### config.mk
export PLATFORM = sky130hd
export DESIGN_NAME = aes_req_arbiter
export DESIGN_NICKNAME = d
export VERILOG_FILES = /design/src/rtl/aes_pkg.sv /design/src/rtl/rr_arb2.sv /design/src/rtl/aes_req_arbiter.sv
export SDC_FILE = /design/constraint.sdc
export NUM_CORES = 1
export LEC_CHECK = 0
export CAP_MARGIN = 10
export CORE_AREA = 2 2 451 453
export CTS_CLUSTER_SIZE = 28
export DETAILED_ROUTE_END_ITERATION = 12
export DIE_AREA = 0 0 453 455
export PLACE_DENSITY = 0.3
export SYNTH_ARGS = -nofsm -noshare
export SYNTH_HDL_FRONTEND = slang
export SYNTH_SLANG_ARGS = --single-unit
### constraint.sdc
create_clock -name clk -period 2 [get_ports clk]
set_clock_uncertainty 0.2 [all_clocks]
set_input_delay 0.4 -clock clk [delete_from_list [all_inputs] [get_ports clk]]
set_output_delay 0.4 -clock clk [all_outputs]
set_load 0.01 [all_outputs]
### src/rtl/aes_pkg.sv
// Shared constants and types for the AES request arbiter and its helpers.
package aes_pkg;

  localparam int AES_BLOCK_W = 128;

  localparam logic MODE_ENC = 1'b0;
  localparam logic MODE_DEC = 1'b1;

  localparam logic REQ_A = 1'b0;
  localparam logic REQ_B = 1'b1;

  typedef enum logic [1:0] {
    IDLE = 2'd0,
    WAIT = 2'd1,
    RESP = 2'd2
  } arb_state_e;

endpackage

### src/rtl/rr_arb2.sv
// Two-requester round-robin arbiter. ptr_q names the requester that wins a tie;
// it flips to the other requester whenever a grant is taken.
module rr_arb2
  import aes_pkg::*;
(
  input  logic       clk,
  input  logic       rst,
  input  logic [1:0] req,
  input  logic       advance,
  output logic [1:0] grant,
  output logic       ptr_q
);

  logic ptr_d;

  always_comb begin
    if (req == 2'b11) begin
      grant = (ptr_q == REQ_B) ? 2'b10 : 2'b01;
    end else begin
      grant = req;
    end
  end

  always_comb begin
    ptr_d = ptr_q;
    if (advance && (grant != 2'b00)) begin
      ptr_d = grant[0] ? REQ_B : REQ_A;
    end
  end

  always_ff @(posedge clk) begin
    if (rst) begin
      ptr_q <= REQ_A;
    end else begin
      ptr_q <= ptr_d;
    end
  end

endmodule

### src/rtl/aes_req_arbiter.sv
// Shares one combinational AES enc/dec core pair between requesters A and B:
// latches the winner onto the core bus, waits a multicycle settle window, returns the result.
//
// state | meaning
// IDLE  | no op in flight; requesters may be granted
// WAIT  | core inputs held stable while the combinational cores settle
// RESP  | captured result presented on rsp_*, waiting for rsp_ready
module aes_req_arbiter
  import aes_pkg::*;
#(
  parameter int WAIT_CYCLES = 4,
  parameter int BLOCK_W     = AES_BLOCK_W
) (
  input  logic               clk,
  input  logic               rst,
  input  logic               a_valid,
  output logic               a_ready,
  input  logic               a_mode,
  input  logic [BLOCK_W-1:0] a_text,
  input  logic [BLOCK_W-1:0] a_key,
  input  logic               b_valid,
  output logic               b_ready,
  input  logic               b_mode,
  input  logic [BLOCK_W-1:0] b_text,
  input  logic [BLOCK_W-1:0] b_key,
  output logic [BLOCK_W-1:0] core_text,
  output logic [BLOCK_W-1:0] core_key,
  input  logic [BLOCK_W-1:0] core_enc_result,
  input  logic [BLOCK_W-1:0] core_dec_result,
  output logic               rsp_valid,
  input  logic               rsp_ready,
  output logic               rsp_id,
  output logic               rsp_mode,
  output logic [BLOCK_W-1:0] rsp_data,
  output logic               busy
);

  localparam logic [3:0] CNT_INIT = 4'(WAIT_CYCLES - 1);

  arb_state_e         state_q;
  logic [BLOCK_W-1:0] core_text_q, core_key_q, rsp_data_q;
  logic               mode_q, id_q;
  logic               rsp_valid_q, rsp_id_q, rsp_mode_q, busy_q;
  logic [3:0]         cnt_q;

  logic [1:0]         req, grant;
  logic               accept;
  logic               rr_ptr_unused;
  logic [BLOCK_W-1:0] text_d, key_d, result_d;
  logic               mode_d;

  assign req    = (state_q == IDLE) ? {b_valid, a_valid} : 2'b00;
  assign accept = grant != 2'b00;

  rr_arb2 u_rr (
    .clk     (clk),
    .rst     (rst),
    .req     (req),
    .advance (accept),
    .grant   (grant),
    .ptr_q   (rr_ptr_unused)
  );

  always_comb begin
    text_d   = grant[1] ? b_text : a_text;
    key_d    = grant[1] ? b_key  : a_key;
    mode_d   = grant[1] ? b_mode : a_mode;
    result_d = (mode_q == MODE_DEC) ? core_dec_result : core_enc_result;
  end

  always_ff @(posedge clk) begin
    if (rst) begin
      state_q     <= IDLE;
      core_text_q <= '0;
      core_key_q  <= '0;
      rsp_data_q  <= '0;
      mode_q      <= MODE_ENC;
      id_q        <= REQ_A;
      rsp_valid_q <= 1'b0;
      rsp_id_q    <= REQ_A;
      rsp_mode_q  <= MODE_ENC;
      busy_q      <= 1'b0;
      cnt_q       <= 4'd0;
    end else begin
      case (state_q)
        IDLE: begin
          if (accept) begin
            core_text_q <= text_d;
            core_key_q  <= key_d;
            mode_q      <= mode_d;
            id_q        <= grant[1] ? REQ_B : REQ_A;
            cnt_q       <= CNT_INIT;
            busy_q      <= 1'b1;
            state_q     <= WAIT;
          end
        end
        WAIT: begin
          if (cnt_q == 4'd0) begin
            rsp_data_q  <= result_d;
            rsp_id_q    <= id_q;
            rsp_mode_q  <= mode_q;
            rsp_valid_q <= 1'b1;
            state_q     <= RESP;
          end else begin
            cnt_q <= cnt_q - 4'd1;
          end
        end
        RESP: begin
          // rsp_data and core_* stay as they are; only the valid drops
          if (rsp_ready) begin
            rsp_valid_q <= 1'b0;
            busy_q      <= 1'b0;
            state_q     <= IDLE;
          end
        end
        default: begin
          state_q <= IDLE;
          busy_q  <= 1'b0;
        end
      endcase
    end
  end

  assign a_ready   = grant[0];
  assign b_ready   = grant[1];
  assign core_text = core_text_q;
  assign core_key  = core_key_q;
  assign rsp_valid = rsp_valid_q;
  assign rsp_id    = rsp_id_q;
  assign rsp_mode  = rsp_mode_q;
  assign rsp_data  = rsp_data_q;
  assign busy      = busy_q;

endmodule

# --- Yosys cells after proc, flatten, opt, wreduce, memory -nomap -nowiden ---
# Index checks and enable logic that the tools add are counted.
op_classes:
  eq_ne: 7
  bitwise_logic: 1
  reduce_logical: 11
  addsub: 1
  n_mux: 21
ops:
  columns: ["op", "count"]
  rows:
  - ["2-to-1 mux 128 bit", 3]
  - ["2-to-1 mux 2 bit", 6]
  - ["AND reduction 3 bit", 4]
  - ["2-to-1 mux 4 bit", 2]
  - ["one-hot mux 4 bit (2 select lines)", 1]
  - ["2-to-1 mux 1 bit", 6]
  - ["!= test 2 bit (second input constant)", 3]
  - ["one-hot mux 2 bit (3 select lines)", 1]
  - ["nonzero test 2 bit", 3]
  - ["equality test 2 bit (second input constant)", 2]
  - ["zero test 4 bit", 1]
  - ["AND reduction 2 bit", 2]
  - ["subtractor 4 x 1 -> 4 bit (second input constant)", 1]
  - ["one-hot mux 1 bit (3 select lines)", 1]
  - ["equality test 2 x 1 -> 1 bit (second input constant)", 1]
  - ["zero test 2 bit", 1]
  - ["!= test 2 x 1 -> 1 bit (second input constant)", 1]
  - ["one-hot mux 1 bit (2 select lines)", 1]
  - ["inverter 1 bit", 1]
totals:
  input_bits: 775
  reg_bits: 397
  out_inout_bits: 390

# --- Depth between registers and ports, before layout ---
# Gate-level depths: netlist of run 1.
depth:
  ltp_word: 7
  mapped_depth: 8
  ltp_nobuf: 5

# --- By module ---
# Synthesis of run 1 repeated with hierarchy kept, for this count alone.
hier_totals:
  hier_cells: 1826
  area_unflattened_um2: 18355.1
modules_own_cells:
  columns: ["module", "cells_per_inst", "n_inst", "area_per_inst_um2"]
  rows:
  - ["aes_req_arbiter", 1819, 1, 18290.0]
  - ["rr_arb2", 7, 1, 65.1]

# --- Worst setup path before layout of run 1 ---
# No wires, ideal clock.
synth_path:
  kind: "reg-to-reg"
  from: "reg cnt_q[0]"
  to: "reg rsp_data_q[10], in the netlist rsp_data[10]"
  required_time_ps: 1666
  setup_ps: 134
  path_stages_with_launch: 8
  arrival_time_ps: 1529
  setup_slack_ps: 137
  cell_sequence: "dfxtp_1 > inv_1 > ha_1 > or3b_2 > nor2_1 > buf_2 > buf_4 > a211oi_1"
synth_between:
  elab_chain_cells: 2
synth_lines:
  columns: ["element", "line", "rtl"]
  rows:
  - ["from (decl)", "aes_req_arbiter.sv:44", "logic [3:0] cnt_q;"]
  - ["from (signal assigned)", "aes_req_arbiter.sv:105", "cnt_q <= cnt_q - 4'd1;"]
  - ["zero test 4 bit", "aes_req_arbiter.sv:98", "if (cnt_q == 4'd0) begin"]
  - ["AND reduction 2 bit (no line)", null, null]
  - ["to (signal assigned)", "aes_req_arbiter.sv:99", "rsp_data_q <= result_d;"]
  - ["to (decl)", "aes_req_arbiter.sv:41", "logic [BLOCK_W-1:0] core_text_q, core_key_q, rsp_data_q;"]
# Every way passes these cells.
# A chain may end at the register's enable or synchronous reset.

# --- Final worst setup path of run 1 ---
layout_path:
  from: "reg state_q[1]"
  to: "out a_ready"
layout_between:
  elab_chain_cells: 4
layout_lines:
  columns: ["element", "line", "rtl"]
  rows:
  - ["from (decl)", "aes_req_arbiter.sv:40", "arb_state_e state_q;"]
  - ["from (signal assigned)", "aes_req_arbiter.sv:73", "state_q <= IDLE;"]
  - ["from (signal assigned)", "aes_req_arbiter.sv:94", "state_q <= WAIT;"]
  - ["from (signal assigned)", "aes_req_arbiter.sv:103", "state_q <= RESP;"]
  - ["zero test 2 bit (*)", "aes_req_arbiter.sv:52", "assign req = (state_q == IDLE) ? {b_valid, a_valid} : 2'b00;"]
  - ["2-to-1 mux 2 bit (*)", "aes_req_arbiter.sv:52", null]
  - ["equality test 2 bit", "rr_arb2.sv:17", "if (req == 2'b11) begin"]
  - ["2-to-1 mux 2 bit (*)", "rr_arb2.sv:17", null]
  - ["to (decl)", "aes_req_arbiter.sv:17", "output logic a_ready,"]
# Mark *: on every way between the ends. The rest lies on a longest branch, timed or not.

==> metrics.txt, run 1 <==
post-synthesis sequential area ratio 0.365; initial antenna violation count 33; Num CTS Buffers 60; drt first pass iters 7; remaining global-route overflow 0; Synth async-reset ratio 0; DR vias/cell 4.10; worst hold path type in -> reg; Max-Cap Viols 0; # IOs 1,165; total power 39.4 mW; Rows 165; # DRC 0; Cells after Synth 2,227; layout cells sized above 1 0.377; Final period util 1.09; die area 206,000 sq um; critical path's top delay family flip-flops; Max FO, Critical Path 3; Die W 453 microns; Nets 4,329; status finished, violations left; Startpoint Class flop; Worst path slowest cell dfxtp_2; ys flop type dfxtp_1; Post-synth EDFFs 0; Max Freq 458 MHz; first-pass GRT wire length 219 mm; Filler Cell Count 21,900; die height 455 microns; mean cell area of the mapped netlist 9.79 sq um; via count 25,800; H-Tree Depth 2; clk root buf clkbuf_16; DR iter-0 viols 1,461; dominant cells by area after synthesis dfxtp_1 (36%), nor4b_2 (16%), a2111oi_0 (10%); Yosys top cell by area dfxtp_1; P_leak 15.1 nW; Post-Syn Area 21,800 sq um; fin. max-slew vios 0; min Tclk post-route 2.19 ns; cell chain of the critical path nor2_4 > buf_12 > nand3_2 > inv_2 > buf_6; vias in the first global route 26,000; Setup WS post-layout -0.185 ns; CP required 1.40 ns; Yosys cell types 37; CTS max path bufs 3; failing checks setup timing; hpwl dp 123 mm; final hold vios 0; setup violators final 197; Final Wtd Congestion 0.801; core footprint 201,000 sq um; DR WL/cell 27.4 microns; TNS Setup -14.29 ns; Buf/Inv on CP 3; Post-DRT Antenna Nets 0; crit path kind reg -> out; Synth Net Count 3,003; Layout area overhead 106%; slowest stage delay, CP 0.34 ns; Ys Warns 0; Port-buffer cells 1,164; VDD IR max 0.000646 V; largest net degree at the start of global routing 84; Synth Register Bits 397; TritonCTS Sinks 397; RSZ-0062 raised after global routing yes; clk slew on worst S/H paths 0.06 ns; CP Data Arrival Time 1.59 ns; Slew HR 0.532; total track usage 0.148; drt total wl 172 mm; Clk Latency, worst-skew pair 0.69 ns; Worst Tran Pin Value 0.700 ns; Initial Utilization 0.108; crit path capture type output pin; Synth top area share 0.365; PwrDens 877 nW/um^2; CTS tree yes
-- cells in the mapped netlist, drive strengths merged (4+ instances only) --
library cell and instances:
a2111oi 257, a211oi 130, a21oi 391, buf 152, clkbuf 210, dfxtp 397, inv 6, mux2i 128
nand2 4, nand3 5, nor2 7, nor4 257, nor4b 257, o21ai 8
-- final cells by class --
type,instances,area (sq um),area share
multi-input cells,1462,14100,0.313
repair buffers,1626,17400,0.387
diodes,14,35.0,0.000780
clock buffers,86,1770,0.0395
clock inverters,18,260,0.00579
inverters,6,22.5,0.000501
well taps,2672,3340,0.0744
flip-flops and latches,397,8030,0.179
-- worst register-to-register path: cells and delay by family, from the launching register on --
family | cells | cell delay (ns)
compound gates | 1 | 0.07
buf+inv | 9 | 1.10
simple gates | 2 | 0.34
flops | 1 | 0.34
-- through the flow --
stage          hold WS, ns  setup WS, ns  instances   util  cell area [sq um]
6_report             0.162        -0.185       6281  0.223              44900
2_1_floorplan        0.240         0.137       2227      -              21800
3_5_place_dp         0.276         -1.17       6034  0.191              38500
4_1_cts             0.0671        -0.347       6179  0.208              41900
3_3_place_gp         0.277         -1.20       6034  0.191              38500
5_1_grt              0.132        -0.291       6278  0.223              44900
-- path summary, 6_finish.rpt --
| path | from | slack, ns | end | cells past startpoint |
|---|---|---|---|---|
| worst max register to register | state_q[1]$_SDFFE_PP0P_ | -0.14 | core_key[125]$_SDFFE_PP0P_ | 12 |
| worst max-delay path | state_q[1]$_SDFFE_PP0P_ | -0.19 | a_ready | 5 |
| worst min-delay path | core_enc_result[67] | 0.16 | rsp_data[67]$_SDFFE_PP0P_ | 3 |
| worst min register to register | rsp_id$_SDFFE_PP0P_ | 0.29 | rsp_id$_SDFFE_PP0P_ | 2 |
-- cells in the final DEF (no fill, tap or decap), drive strengths merged, types with 2 or more instances in the layout --
cell	netlist	routed
dfxtp	397	397
diode	0	14
bufinv	0	6
dlygate4sd3	0	2
a2111oi	257	257
nor2	7	7
bufbuf	0	3
nand3	5	5
nor4b	257	257
nor4	257	257
o21ai	8	8
nor3b	2	2
clkbuf	210	112
a211oi	130	130
or2	2	2
clkdlybuf4s50	0	771
or4	2	2
buf	152	515
nand2b	2	2
clkdlybuf4s15	0	240
clkinvlp	0	2
nor2b	2	2
nand2	4	4
clkinv	0	10
mux2i	128	128
a21oi	391	391
dlygate4sd2	0	67
inv	6	6
-- sequential cells by signal, indices dropped and copies added (netlist names), 2 cells and up --
signal / flops
cnt_q: 4
core_key: 128
state_q: 2
rsp_data: 128
core_text: 128
-- what timing repair did --
item                                     CTS  global route
hold endpoints to repair                  13             0
gates cloned                              15            39
endpoints found under the setup margin   640           332
resized for setup                       1288           407
pin swaps                                  6            83
hold buffers                               3             0
buffers inserted                          26            60
-- kinds of logic after synthesis --
| group | share of synthesized area |
|---|---|
| AO/OA/AOI/OAI | 0.241 |
| adder cells (fa/ha/maj) | 0.000574 |
| buffers and inverters | 0.0851 |
| flip-flops | 0.365 |
| multiplexers | 0.0588 |
| AND/OR/NAND/NOR | 0.250 |
-- power breakdown --
part           total (mW)  internal [mW]  switching (mW)
sequential           10.2           9.25           0.997
combinational        17.7           8.70            9.01
clock                11.5           6.85            4.62
-- metal layers --
metal | part of all wire | vias up | track usage
met5 | 0.00041 | - | 0
met4 | 0.020 | 12 | 0.0356
met3 | 0.057 | 173 | 0.0351
met2 | 0.52 | 791 | 0.267
met1 | 0.40 | 13000 | 0.176
li1 | - | 11800 | -
Note: power is estimated with default switching activity, not from simulation.
==> inputs of run 2 (changes only) <==
Settings changed: CORE_AREA 2 2 451 453 to 2 2 454 456, DIE_AREA 0 0 453 455 to 0 0 456 458, PLACE_DENSITY 0.3 to 0.35.
==> metrics.txt, run 2 (synthesis gave the netlist of run 1 again) <==
total power 40.6 mW (+2.9%); DR WL/cell 27.4 microns (+0.18%); crit path capture type output pin; Slew HR 0.514 (-0.0177); CP Data Arrival Time 1.68 ns (+0.09 ns); Post-DRT Antenna Nets 0 (unchanged); Reg2Reg Launch Point state_q[0]$_SDFFE_PP0P_; reg2reg path depth 9 (-3); # IOs 1,165 (unchanged); CTS tree yes; clk root buf clkbuf_16; cell chain of the critical path nor2_4 > buf_12 > nand3_2 > inv_2 > buf_6; RSZ-0062 raised after global routing yes; commonest non-fill, non-tap cells in the layout clkdlybuf4s50_1 (772), a21oi_1 (391), dfxtp_1 (344); setup violators final 181 (-8.1%); Nets 4,287 (-0.97%); die area 209,000 sq um (+1.3%); hpwl dp 122 mm (-0.21%); initial antenna violation count 35 (+6.1%); Worst Hold Endpoint u_rr.ptr_q$_SDFFE_PP0P_; via count 25,900 (+0.59%); TritonCTS Sinks 397 (unchanged); Filler Cell Count 21,700 (-0.72%); vias in the first global route 26,300 (+0.86%); # DRC 0 (unchanged); CP required 1.40 ns (about the same); Num CTS Buffers 57 (-5.0%); final hold vios 0 (unchanged); fin. max-slew vios 0 (unchanged); slowest stage delay, CP 0.34 ns (about the same); first-pass GRT wire length 224 mm (+2.3%); critical path's top delay family flip-flops; drt first pass iters 5 (-2); failing checks setup timing; P_leak 16.3 nW (+7.8%); Multi-input gate area 18,000 sq um (+28%); largest net degree at the start of global routing 93 (+11%); CTS max path bufs 3 (unchanged); DR vias/cell 4.13 (+0.64%); Max-Cap Viols 0 (unchanged); Worst path slowest cell dfxtp_2; layout cells sized above 1 0.368 (-0.00954); Clk Latency, worst-skew pair 0.70 ns (about the same); Initial Utilization 0.107 (-0.00131); Worst Tran Pin Value 0.729 ns (+0.0283 ns); status finished, violations left; Max FO, Critical Path 3 (unchanged); die height 458 microns (+0.66%); worst r2r dst core_key[4]$_SDFFE_PP0P_; Layout area overhead 123%; min Tclk post-route 2.28 ns (+0.0932 ns); Buf/Inv on CP 3 (unchanged); hold_sp b_valid; Final Wtd Congestion 0.895 (+12%); hold path cells 4 (+1); Stages on worst setup path 5 (unchanged); R2R Setup Slk -0.24 ns (-0.10 ns); most common cell after layout, fill and taps aside clkdlybuf4s50_1; VDD IR max 0.000631 V (-2.4%); Reg area 8080 sq um (+0.69%); Startpoint Class flop; core footprint 204,000 sq um (+1.2%); Max Freq 439 MHz (-4.1%); Die W 456 microns (+0.66%); crit path kind reg -> out; TNS Setup -14.28 ns (+0.00970 ns); Rows 166 (+0.61%); Setup WS post-layout -0.278 ns (-0.0932 ns); Worst Hold Margin 0.0765 ns (-0.0860 ns); total track usage 0.151 (+0.00249); H-Tree Depth 2 (unchanged); drt total wl 172 mm (+0.13%); post-placement setup slack -0.770 ns (+0.398 ns); remaining global-route overflow 0 (unchanged); PwrDens 835 nW/um^2 (-4.9%); DR iter-0 viols 1,466 (+0.34%); worst hold path type in -> reg; Port-buffer cells 1,164 (unchanged); Final period util 1.14 (+0.0466); clk slew on worst S/H paths 0.06 ns (about the same)
-- run 2: changes by cell type in the layout (fill, tap and decap cells not counted), sizes merged --
cell | before | now
dlygate4sd3 | 2 | 1
diode | 14 | 35
clkdlybuf4s50 | 771 | 772
bufbuf | 3 | 2
clkdlybuf4s15 | 240 | 173
dlygate4sd2 | 67 | 115
inv | 6 | 8
dlymetal6s4s | 1 | 0
clkbuf | 112 | 114
clkinv | 10 | 9
dlymetal6s2s | 1 | 0
bufinv | 6 | 1
clkinvlp | 2 | 1
buf | 515 | 500
-- run 2: metal layers --
layer	up-vias	track usage	routed length, microns
met5	-	0	20
met4	2	0.0653	6880
met3	204	0.0426	11500
met2	914	0.257	84500
met1	13000	0.176	69200
li1	11800	-	-
-- run 2: how the worst max path moves through the flow --
stage | from | slack, ns | to
finish | state_q[1]$_SDFFE_PP0P_ | -0.28 | a_ready
detailed placement | a_valid | -0.77 | core_key[51]$_SDFFE_PP0P_
global route | state_q[1]$_SDFFE_PP0P_ | -0.40 | a_ready
CTS | state_q[0]$_SDFFE_PP0P_ | -0.43 | a_ready
floorplan | cnt_q[0]$_SDFFE_PP0P_ | 0.14 | rsp_data[10]$_SDFFE_PP0P_
global placement | a_valid | -0.78 | core_key[51]$_SDFFE_PP0P_
-- run 2: final cells by class --
class / count / area share
Tap cell: 2688 / 0.0692
Clock buffer: 90 / 0.0354
Multi-Input combinational cell: 1462 / 0.370
Timing Repair Buffer: 1587 / 0.354
Clock inverter: 13 / 0.00252
Inverter: 6 / 0.000515
Sequential cell: 397 / 0.166
Antenna cell: 35 / 0.00180
-- run 2: what timing repair did --
item                                    CTS  global route
endpoints found under the hold margin     8             0
setup endpoints to repair               691           335
gates cloned                             34            23
setup buffers                            55            47
pin swaps                               164           157
hold buffers                              1             0
resized for setup                      1754           464
-- run 2: metrics by stage --
step	cell area (sq um)	util	instances
floorplan	21800	-	2227
global placement	38400	0.189	6042
detailed placement	38400	0.189	6042
CTS	45400	0.223	6210
global route	48600	0.238	6271
finish	48600	0.238	6278
-- run 2: power breakdown --
group / internal (mW) / leakage [nW] / switching, mW
logic: 9.47 / 12.1 / 10.3
clock network: 5.99 / 0.910 / 4.51
registers: 9.26 / 3.31 / 0.994
total: 24.7 / 16.3 / 15.8
-- run 2: worst register-to-register path: cells and delay by family (launching register included) --
family / cells / cell delay, ns
DFF: 1 / 0.36
and+or+nand+nor: 3 / 0.68
buffers and inverters: 6 / 0.88
==> inputs of run 3 (changes only) <==
Settings changed: GPL_ROUTABILITY_DRIVEN set to 0.
==> results of run 3 <==
Same layout as run 2: the final DEF is identical, and so are final timing and power.
